<file path="src/rtl/txpippm_pkg.sv">
// Shared state encoding and stepsize field layout for the TX PI PPM pulse sequencer.
package txpippm_pkg;

   typedef enum logic [1:0] {
      ST_IDLE     = 2'd0,
      ST_PULSE_HI = 2'd1,
      ST_WAIT     = 2'd2,
      ST_DONE     = 2'd3
   } state_t;

   localparam int unsigned STEP_WIDTH     = 5;
   localparam int unsigned STEP_DIR_BIT   = 4;
   localparam int unsigned STEP_MAG_MSB   = 3;
   localparam int unsigned STEP_MAG_LSB   = 0;
   localparam int unsigned STEP_MAG_WIDTH = STEP_MAG_MSB - STEP_MAG_LSB + 1;

   function automatic logic [STEP_MAG_WIDTH-1:0] step_magnitude(input logic [STEP_WIDTH-1:0] s);
      return s[STEP_MAG_MSB:STEP_MAG_LSB];
   endfunction

   function automatic logic step_direction(input logic [STEP_WIDTH-1:0] s);
      return s[STEP_DIR_BIT];
   endfunction

endpackage

</file>
<file path="src/rtl/txpippm_pulse_sequencer.sv">
// Accepts a drift command and emits a paced train of step pulses with stepsize and
// channel mask held stable for the whole train.
module txpippm_pulse_sequencer
   import txpippm_pkg::*;
#(
   parameter int unsigned CHANNEL_COUNT     = 10,
   parameter int unsigned INTERVAL_WIDTH    = 16,
   parameter int unsigned COUNT_WIDTH       = 16,
   parameter int unsigned PULSE_HIGH_CYCLES = 4,
   parameter int unsigned MIN_INTERVAL      = 8
) (
   input  logic                      gtwiz_userclk_tx_usrclk_in,
   input  logic                      reset_n_in,
   input  logic                      cfg_valid_in,
   output logic                      cfg_ready_out,
   input  logic [INTERVAL_WIDTH-1:0] cfg_interval_in,
   input  logic [COUNT_WIDTH-1:0]    cfg_count_in,
   input  logic [STEP_WIDTH-1:0]     cfg_stepsize_in,
   input  logic [CHANNEL_COUNT-1:0]  cfg_sel_in,
   input  logic                      abort_in,
   output logic                      pulse_out,
   output logic [STEP_WIDTH-1:0]     stepsize_out,
   output logic [CHANNEL_COUNT-1:0]  sel_out,
   output logic                      busy_out,
   output logic                      done_out,
   output logic [COUNT_WIDTH-1:0]    pulse_count_out
);

   // Pulse must be visible downstream and leave at least two low cycles per period.
   if (PULSE_HIGH_CYCLES < 1 || MIN_INTERVAL < PULSE_HIGH_CYCLES + 2) begin : g_bad_params
      $error("txpippm_pulse_sequencer: need PULSE_HIGH_CYCLES >= 1 and MIN_INTERVAL >= PULSE_HIGH_CYCLES+2");
   end

   localparam logic [INTERVAL_WIDTH-1:0] HI_LOAD  = INTERVAL_WIDTH'(PULSE_HIGH_CYCLES - 1);
   localparam logic [INTERVAL_WIDTH-1:0] GAP_SUB  = INTERVAL_WIDTH'(PULSE_HIGH_CYCLES + 1);
   localparam logic [INTERVAL_WIDTH-1:0] MIN_IVAL = INTERVAL_WIDTH'(MIN_INTERVAL);

   state_t                    state, state_nxt;
   logic [INTERVAL_WIDTH-1:0] cnt, cnt_nxt;
   logic [INTERVAL_WIDTH-1:0] interval_lat, interval_nxt;
   logic [COUNT_WIDTH-1:0]    count_lat, count_lat_nxt;
   logic [CHANNEL_COUNT-1:0]  sel_lat, sel_lat_nxt;
   logic [STEP_WIDTH-1:0]     step_nxt;
   logic                      abort_seen, abort_nxt;
   logic [COUNT_WIDTH-1:0]    pcount_nxt, pc_base;
   logic                      count_reached;

   assign count_reached = (count_lat != '0) && (pulse_count_out == count_lat);

   // Next-state, counters and latched command fields.
   always_comb begin
      state_nxt     = state;
      cnt_nxt       = cnt;
      interval_nxt  = interval_lat;
      count_lat_nxt = count_lat;
      sel_lat_nxt   = sel_lat;
      step_nxt      = stepsize_out;
      abort_nxt     = abort_seen;
      pc_base       = pulse_count_out;
      pcount_nxt    = pulse_count_out;

      unique case (state)
         ST_IDLE: begin
            if (cfg_valid_in && cfg_ready_out) begin
               interval_nxt  = (cfg_interval_in < MIN_IVAL) ? MIN_IVAL : cfg_interval_in;
               count_lat_nxt = cfg_count_in;
               sel_lat_nxt   = cfg_sel_in;
               step_nxt      = cfg_stepsize_in;
               abort_nxt     = 1'b0;
               pc_base       = '0;
               pcount_nxt    = '0;
               cnt_nxt       = HI_LOAD;
               state_nxt     = (step_magnitude(cfg_stepsize_in) == '0) ? ST_DONE : ST_PULSE_HI;
            end
         end
         ST_PULSE_HI: begin
            abort_nxt = abort_seen | abort_in;
            if (cnt == '0) begin
               if (abort_seen || abort_in || count_reached) begin
                  state_nxt = ST_DONE;
               end else begin
                  state_nxt = ST_WAIT;
                  cnt_nxt   = interval_lat - GAP_SUB;
               end
            end else begin
               cnt_nxt = cnt - 1'b1;
            end
         end
         ST_WAIT: begin
            abort_nxt = abort_seen | abort_in;
            if (abort_in) begin
               state_nxt = ST_DONE;
            end else if (cnt == '0) begin
               state_nxt = ST_PULSE_HI;
               cnt_nxt   = HI_LOAD;
            end else begin
               cnt_nxt = cnt - 1'b1;
            end
         end
         ST_DONE: begin
            abort_nxt = 1'b0;
            state_nxt = ST_IDLE;
         end
         default: state_nxt = ST_IDLE;
      endcase

      // Saturating pulse counter steps once per PULSE_HI entry.
      if (state_nxt == ST_PULSE_HI && state != ST_PULSE_HI && pc_base != '1) begin
         pcount_nxt = pc_base + 1'b1;
      end
   end

   // State, counters and registered outputs.
   always_ff @(posedge gtwiz_userclk_tx_usrclk_in or negedge reset_n_in) begin
      if (!reset_n_in) begin
         state           <= ST_IDLE;
         cnt             <= '0;
         interval_lat    <= '0;
         count_lat       <= '0;
         sel_lat         <= '0;
         abort_seen      <= 1'b0;
         cfg_ready_out   <= 1'b1;
         pulse_out       <= 1'b0;
         stepsize_out    <= '0;
         sel_out         <= '0;
         busy_out        <= 1'b0;
         done_out        <= 1'b0;
         pulse_count_out <= '0;
      end else begin
         state           <= state_nxt;
         cnt             <= cnt_nxt;
         interval_lat    <= interval_nxt;
         count_lat       <= count_lat_nxt;
         sel_lat         <= sel_lat_nxt;
         abort_seen      <= abort_nxt;
         cfg_ready_out   <= (state_nxt == ST_IDLE);
         pulse_out       <= (state_nxt == ST_PULSE_HI);
         stepsize_out    <= step_nxt;
         sel_out         <= (state_nxt == ST_PULSE_HI || state_nxt == ST_WAIT) ? sel_lat_nxt : '0;
         busy_out        <= (state_nxt != ST_IDLE);
         done_out        <= (state_nxt == ST_DONE);
         pulse_count_out <= pcount_nxt;
      end
   end

endmodule

</file>
<file path="config.mk">
export PLATFORM = sky130hd
export DESIGN_NAME = txpippm_pulse_sequencer
export DESIGN_NICKNAME = d
export VERILOG_FILES = /design/src/rtl/txpippm_pkg.sv /design/src/rtl/txpippm_pulse_sequencer.sv
export SDC_FILE = /design/constraint.sdc
export NUM_CORES = 1
export LEC_CHECK = 0
export CAP_MARGIN = 20
export CORE_AREA = 2 2 109 111
export DETAILED_ROUTE_END_ITERATION = 7
export DIE_AREA = 0 0 111 113
export PLACE_DENSITY = 0.69
export SLEW_MARGIN = 5
export SYNTH_ARGS = -nofsm -noshare
export SYNTH_HDL_FRONTEND = slang
export SYNTH_SLANG_ARGS = --single-unit
</file>
<file path="constraint.sdc">
create_clock -name gtwiz_userclk_tx_usrclk_in -period 6.3 [get_ports gtwiz_userclk_tx_usrclk_in]
set_clock_uncertainty 0.15 [all_clocks]
set_input_delay 1.26 -clock gtwiz_userclk_tx_usrclk_in [delete_from_list [all_inputs] [get_ports gtwiz_userclk_tx_usrclk_in]]
set_output_delay 1.26 -clock gtwiz_userclk_tx_usrclk_in [all_outputs]
set_load 0.01 [all_outputs]
</file>
==> impl_metrics.py, run 1 <==
metrics = {
    "cts": {
        "postCtsSetupBuffers": 0,
        "clkSinkCount": 96,
        "cts_tree": "yes",
        "clock_path_buffers": 2,
        "numCtsBuffers": 9,
        "ctsResizeCount": 0,
        "clk_latency_ns": 0.36,
        "cts-hold-fix-buffers": 0,
        "cts_root_buffer": "clkbuf_16",
        "clkSlewWorstSetupHoldPaths_ns": 0.07,
        "htree_levels": 3,
    },
    "power_and_ir_drop": {
        "p_comb_share_pct": 46.7,
        "pwr-share-clk_pct": 19.3,
        "p_int_mw": 1.75,
        "p_leak_nw": 2.76,
        "seqPwrFrac_pct": 34.0,
        "power_density_nw_per_um2": 482,
        "ir_drop_mv": 0.294,
        "power.switching_mw": 1.29,
        "swShare_pct": 42.5,
    },
    "worst_setup_path": {
        "cp-startpoint": "cnt[0]",
        "startpoint_type": "flop",
        "cp.required_ns": 6.43,
        "path_cells": "inv_1 > ha_1 > or3b_1 > or4_4 > a21oi_1 > nor3_1 > a311o_1 > inv_1 > ha_1 > nor2b_1 > nand3_1 > or4_1 > or3_1 > a21oi_1",
        "r2r_setup_slack_ns": 1.99,
        "cp_data_arrival_time_ns": 4.44,
        "crit_slowest_cell": "or4_4",
        "critPathMaxStageDelay_ns": 0.60,
        "cp_max_fo": 9,
        "r2r-start": "cnt[0]",
        "critPathKind": "flop to flop",
        "critPathTopFamily": "simple AND/OR/NAND/NOR gates",
        "cp-end-kind": "flop",
        "cp_num_buf_inv": 2,
    },
    "global_route": {
        "grt_use_total_pct": 21.4,
        "antenna_found_initial": 0,
        "grt_pass1_vias": 4289,
        "grt-ovfl-total": 0,
        "grt_max_degree": 51,
        "grt_pass1_wl_um": 21500,
    },
    "die": {
        "die_h_um": 113,
        "dieWidth_um": 111,
        "rows": 39,
        "design.die.area_um2": 12500,
        "pin_count": 86,
        "core_region_area_um2": 11300,
        "start_util_pct": 44.6,
    },
    "layout": {
        "drive_gt1_share_pct": 5.95,
        "fin_nets": 694,
        "n_antenna_cell": 0,
        "syn2layout_area_growth_pct": 25.8,
    },
    "timing": {
        "relSlewSlack_pct": 24.1,
        "min_period_over_period_pct": 68.4,
        "fin_hold_ws_ns": 0.319,
        "worstMarginPinSlew_ns": 1.12,
        "hold_viol": 0,
        "drv_slew": 0,
        "fmax_mhz": 232,
        "fin_crit_ns": 4.31,
        "setup_tns_ns": 0,
        "setup_viol": 0,
        "rsz0062_at_grt": "false",
    },
    "worst_hold_path": {
        "hp-start": "sel_lat[5]",
        "holdCritPathClass": "flop to flop",
    },
    "synthesis": {
        "synth_top_area_share_pct": 47.3,
        "syn_area_um2": 5020,
        "dominantRegCellSynth": "dfrtp_1",
        "synthCells": 558,
        "synth_warnings": 0,
        "yosysSeqAreaShare_pct": 47.9,
        "synthTopCellsByCount": "167 x nand2_1, 95 x dfrtp_1, 31 x xnor2_1, 21 x nor2_1, 18 x inv_1",
        "synth_most_common_cell": "nand2_1",
        "ys_seq_elements": 96,
        "yosys-top-cells-area": "dfrtp_1 47%, nand2_1 12%, xnor2_1 5.4%",
        "synth_edf_count": 0,
        "synth_fp_nets": 618,
        "avgSynthCellArea_um2": 9.00,
        "synth_largest_area_cell": "dfrtp_1",
        "synthArstFlopShare_pct": 100,
        "yosys.cell_types.count": 56,
    },
    "flow_run": {
        "maxCapViolCount": 0,
    },
    "place": {
        "numPortBuffers": 85,
        "dpl.hpwl_um": 9310,
        "routabilityCongestion": 0.841,
    },
    "drt": {
        "routedWlPerCell_um": 16.8,
        "num_vias": 4363,
        "drt_iter0_markers": 301,
        "ant_nets": 0,
        "drt-pass1-iter-count": 5,
        "post-route-drc-count": 0,
        "drt-total-wl_um": 13100,
        "via_per_inst": 5.58,
    },
    "run_status": {
        "status": "finished clean",
    },
}
-- power groups by stage --
| stage | registers, mW | logic, mW | clock network, mW |
|---|---|---|---|
| 2_1_floorplan | 1.02 | 0.975 | 0 |
| 3_3_place_gp | 1.03 | 1.38 | 0 |
| 3_5_place_dp | 1.04 | 1.41 | 0 |
| 4_1_cts | 1.04 | 1.42 | 0.601 |
| 5_1_grt | 1.06 | 1.57 | 0.628 |
| 6_report | 1.04 | 1.42 | 0.587 |
-- path summary, 6_finish.rpt --
check                                 endpoint  cells after the start
max                        pulse_count_out[13]                     14
min                                 sel_lat[5]                      2
max reg2reg                pulse_count_out[13]                     14
min reg2reg                         sel_lat[5]                      2
max in group asynchronous     interval_lat[13]                      2
min in group asynchronous        count_lat[13]                      1
-- tightest hold or removal path, stage by stage (launching register included) --
cell	delay (ns)
dfrtp_1	0.32
nand2_1	0.05
nand2_1	0.07
-- state kept, by name, summed over array words and instances, names as in the netlist, 2 cells and up --
signal           cells
cnt                 16
pulse_count_out     16
interval_lat        16
count_lat           16
state                2
stepsize_out         5
sel_lat             10
sel_out             10
-- stage by stage --
step                instances  area (um^2)  util, %  power, mW  worst slack (ns)
detailed placement        766         5990     53.2       2.45              1.85
global route              782         6320     56.0       3.26              1.72
CTS                       782         6320     56.0       3.05              2.01
global placement          766         5990     53.2       2.41              1.96
floorplan                 558         5020        -       1.99              2.35
finish                    782         6320     56.0       3.04              1.99
-- final cells by class --
cell class              count  area [um^2]
multi-input cells         419         2460
clock buffers               9          225
fillers                   991         4960
clock inverters             7         98.8
repair buffers             90          886
flip-flops and latches     96         2400
well taps                 143          179
inverters                  18         67.6
-- cells by family (layout without fill, tap and decap cells) --
logic type | Yosys count | after routing | synth area share (%)
muxes | 8 | 8 | 1.72
AOI/OAI and AO/OA | 78 | 78 | 11.2
adders and majority gates | 9 | 9 | 2.24
xor gates and xnor gates | 40 | 40 | 6.98
and+or+nand+nor | 284 | 284 | 26.5
DFF | 96 | 96 | 47.9
buffers and inverters | 43 | 124 | 3.49
-- layer usage --
metal  vias up  track usage, %  share of wire [%]
li1       2079               -                  -
met1      2129            28.5                 44
met2       138            34.4                 48
met3        17            6.53                6.0
met4         0            5.58                1.6
met5         -               0                  0
-- layout by cell type (no fill, tap or decap), types with 3 or more instances in the layout --
master / count
a21oi_1: 12
a32o_1: 5
and2_1: 13
buf_4: 6
clkbuf_16: 9
clkdlybuf4s50_1: 84
dfrtp_1: 95
ha_1: 9
inv_1: 18
mux2_2: 5
mux2i_1: 3
nand2_1: 167
nand3_1: 10
nand3b_1: 3
nand4_1: 8
nor2_1: 21
nor3_1: 17
nor4_1: 11
nor4b_1: 3
o211ai_1: 6
o21ai_0: 13
o221ai_1: 7
o2bb2ai_1: 4
o31ai_1: 3
o32ai_1: 3
o41ai_1: 4
or3_1: 5
or4_1: 6
or4_4: 3
xnor2_1: 31
xor2_1: 9
Note: power is estimated with default switching activity, not from simulation.
==> run 2: changes to the inputs <==
--- a/config.mk
+++ b/config.mk
@@ -9,7 +9,7 @@
 export CORE_AREA = 2 2 109 111
 export DETAILED_ROUTE_END_ITERATION = 7
 export DIE_AREA = 0 0 111 113
-export PLACE_DENSITY = 0.69
+export PLACE_DENSITY = 0.71
 export SLEW_MARGIN = 5
 export SYNTH_ARGS = -nofsm -noshare
 export SYNTH_HDL_FRONTEND = slang
==> constraint.sdc (replaced) <==
create_clock -name gtwiz_userclk_tx_usrclk_in -period 3.6 [get_ports gtwiz_userclk_tx_usrclk_in]
set_clock_uncertainty 0.15 [all_clocks]
set_input_delay 0.72 -clock gtwiz_userclk_tx_usrclk_in [delete_from_list [all_inputs] [get_ports gtwiz_userclk_tx_usrclk_in]]
set_output_delay 0.72 -clock gtwiz_userclk_tx_usrclk_in [all_outputs]
set_load 0.01 [all_outputs]
==> run 2 against run 1 <==
Against the previous run:
- the flow now finishes with violations (negative setup slack)
- sequential power up 70%
- utilization increased by 4.8 points
- setup slack worse by 2.1 ns
- power grew 96%
- die area unchanged
- clock power is 79% higher
- critical path type unchanged
- largest cell class unchanged
- highest routed layer unchanged
==> impl_metrics.py, run 2 (synthesized netlist as in run 1, its figures left out) <==
metrics = {
    "cts": {
        "cts_root_buffer": "clkbuf_16",
        "cts-hold-fix-buffers": 0,
        "clkSinkCount": 96,
        "htree_levels": 3,
        "clk_latency_ns": 0.36,
        "clock_path_buffers": 2,
        "clkSlewWorstSetupHoldPaths_ns": 0.07,
        "numCtsBuffers": 9,
        "cts_tree": "yes",
    },
    "global_route": {
        "grt_pass1_wl_um": 23600,
        "grt_max_degree": 55,
        "antenna_found_initial": 0,
        "grt_use_total_pct": 23.3,
        "grt_pass1_vias": 4926,
        "grt-ovfl-total": 0,
    },
    "layout": {
        "fin_nets": 750,
        "final_common_cell": "nand2_1",
        "fillers": 926,
        "drive_gt1_share_pct": 16.0,
        "final_cell_count_no_fill": 838,
        "most-common-layout-cells": "167 x nand2_1, 95 x dfrtp_1, 84 x clkdlybuf4s50_1",
        "n_antenna_cell": 0,
        "syn2layout_area_growth_pct": 36.5,
    },
    "power_and_ir_drop": {
        "power_mw": 5.97,
        "p_comb_share_pct": 52.8,
        "seqPwrFrac_pct": 29.6,
        "power_density_nw_per_um2": 871,
        "swShare_pct": 40.4,
        "p_int_mw": 3.56,
        "power.switching_mw": 2.41,
        "ir_drop_mv": 0.576,
        "pwr-share-clk_pct": 17.6,
        "p_leak_nw": 3.07,
    },
    "worst_setup_path": {
        "cp_num_buf_inv": 1,
        "path_cells": "inv_1 > ha_2 > or3b_4 > or4_4 > a21oi_1 > o21ai_0 > mux2i_1 > ha_4 > nor2b_4 > nand3_2 > or4_4 > or3_4 > a21oi_2",
        "cp.required_ns": 3.73,
        "r2r-start": "cnt[1]",
        "critPathMaxStageDelay_ns": 0.54,
        "startpoint_type": "flop",
        "cp_data_arrival_time_ns": 3.85,
        "crit_top_cell": "or4_4",
        "r2r_cells": 13,
        "cp.depth": 13,
        "cp-startpoint": "cnt[1]",
        "critPathTopFamily": "simple AND/OR/NAND/NOR gates",
        "cp_max_fo": 3,
        "critPathKind": "flop to flop",
        "crit_slowest_cell": "or4_4",
        "cp-end-kind": "flop",
    },
    "timing": {
        "drv_slew": 0,
        "relSlewSlack_pct": 47.5,
        "min_period_over_period_pct": 103,
        "fin_crit_ns": 3.72,
        "rsz0062_at_grt": "true",
        "hold_viol": 0,
        "fmax_mhz": 269,
        "setup_viol": 3,
        "worstMarginPinSlew_ns": 0.782,
        "fin_hold_ws_ns": 0.262,
        "setup_slack_ns": -0.123,
    },
    "drt": {
        "ant_nets": 0,
        "drt_iter0_markers": 271,
        "drt-pass1-iter-count": 5,
        "num_vias": 4630,
        "routedWlPerCell_um": 17.0,
        "post-route-drc-count": 0,
        "via_per_inst": 5.53,
        "drt-total-wl_um": 14300,
    },
    "place": {
        "pre_cts_slack_ns": -0.111,
        "dpl.hpwl_um": 10000,
        "numPortBuffers": 85,
        "routabilityCongestion": 0.872,
        "placedCellCount": 805,
    },
    "flow_run": {
        "maxCapViolCount": 0,
    },
    "die": {
        "core_region_area_um2": 11300,
        "die_h_um": 113,
        "dieWidth_um": 111,
        "design.die.area_um2": 12500,
        "pin_count": 86,
        "rows": 39,
        "start_util_pct": 44.6,
    },
    "run_status": {
        "status": "finished with violations",
        "violations": "negative setup slack",
    },
    "worst_hold_path": {
        "holdCritPathClass": "input pin to async pin",
    },
}
-- run 2: cell count changes in the layout (fill, tap and decap cells not counted), sizes merged --
cell    delta
inv        -2
bufinv     +1
clkbuf     +1
buf       +56
-- run 2: power groups by stage --
stage	Combinational, mW	Clock [mW]	Sequential, mW
CTS	3.01	1.06	1.77
floorplan	1.72	0	1.78
global placement	2.77	0	1.77
detailed placement	2.82	0	1.78
finish	3.15	1.05	1.77
global route	3.48	1.11	1.82
-- run 2: worst paths after layout --
kind | to | slack [ns]
setup / recovery | pulse_count_out[13] | -0.12
hold / removal | interval_lat[3] | 0.26
setup reg to reg | pulse_count_out[13] | -0.12
hold reg to reg | sel_lat[1] | 0.32
max in group asynchronous | cfg_ready_out | 2.22
min in group gtwiz_userclk_tx_usrclk_in | sel_lat[1] | 0.32
-- run 2: final cells by class --
class | count | area, um^2 | area share, %
multi-input cells | 419 | 2570 | 37.5
flip-flops and latches | 96 | 2400 | 35.1
repair buffers | 146 | 1310 | 19.1
clock buffers | 10 | 229 | 3.34
well taps | 143 | 179 | 2.61
clock inverters | 6 | 93.8 | 1.37
inverters | 18 | 67.6 | 0.986
-- run 2: timing repair --
action | in CTS | in global routing
endpoints found under the setup margin | 4 | 13
gates resized for setup | 7 | 16
pin swaps | 2 | 2
buffers inserted | 12 | 5
-- run 2: stage by stage --
step                      util (%)  TNS [ns]  area [um^2]
after global routing          60.8     -1.24         6850
after floorplan                  -    -0.312         5030
after detailed placement      55.9    -0.206         6300
after CTS                     59.8   -0.0749         6740
final                         60.8    -0.192         6850
after global placement        55.9         0         6300
-- run 2: per-layer routing --
layer  part of all wire, %  up-vias  wire (um)  track usage [%]
met5                     0        -          0                0
met4                   3.5        0        494             11.8
met3                   6.7       37        956             6.21
met2                    49      159       6980             38.7
met1                    41     2243       5850             28.1
li1                      -     2191          -                -
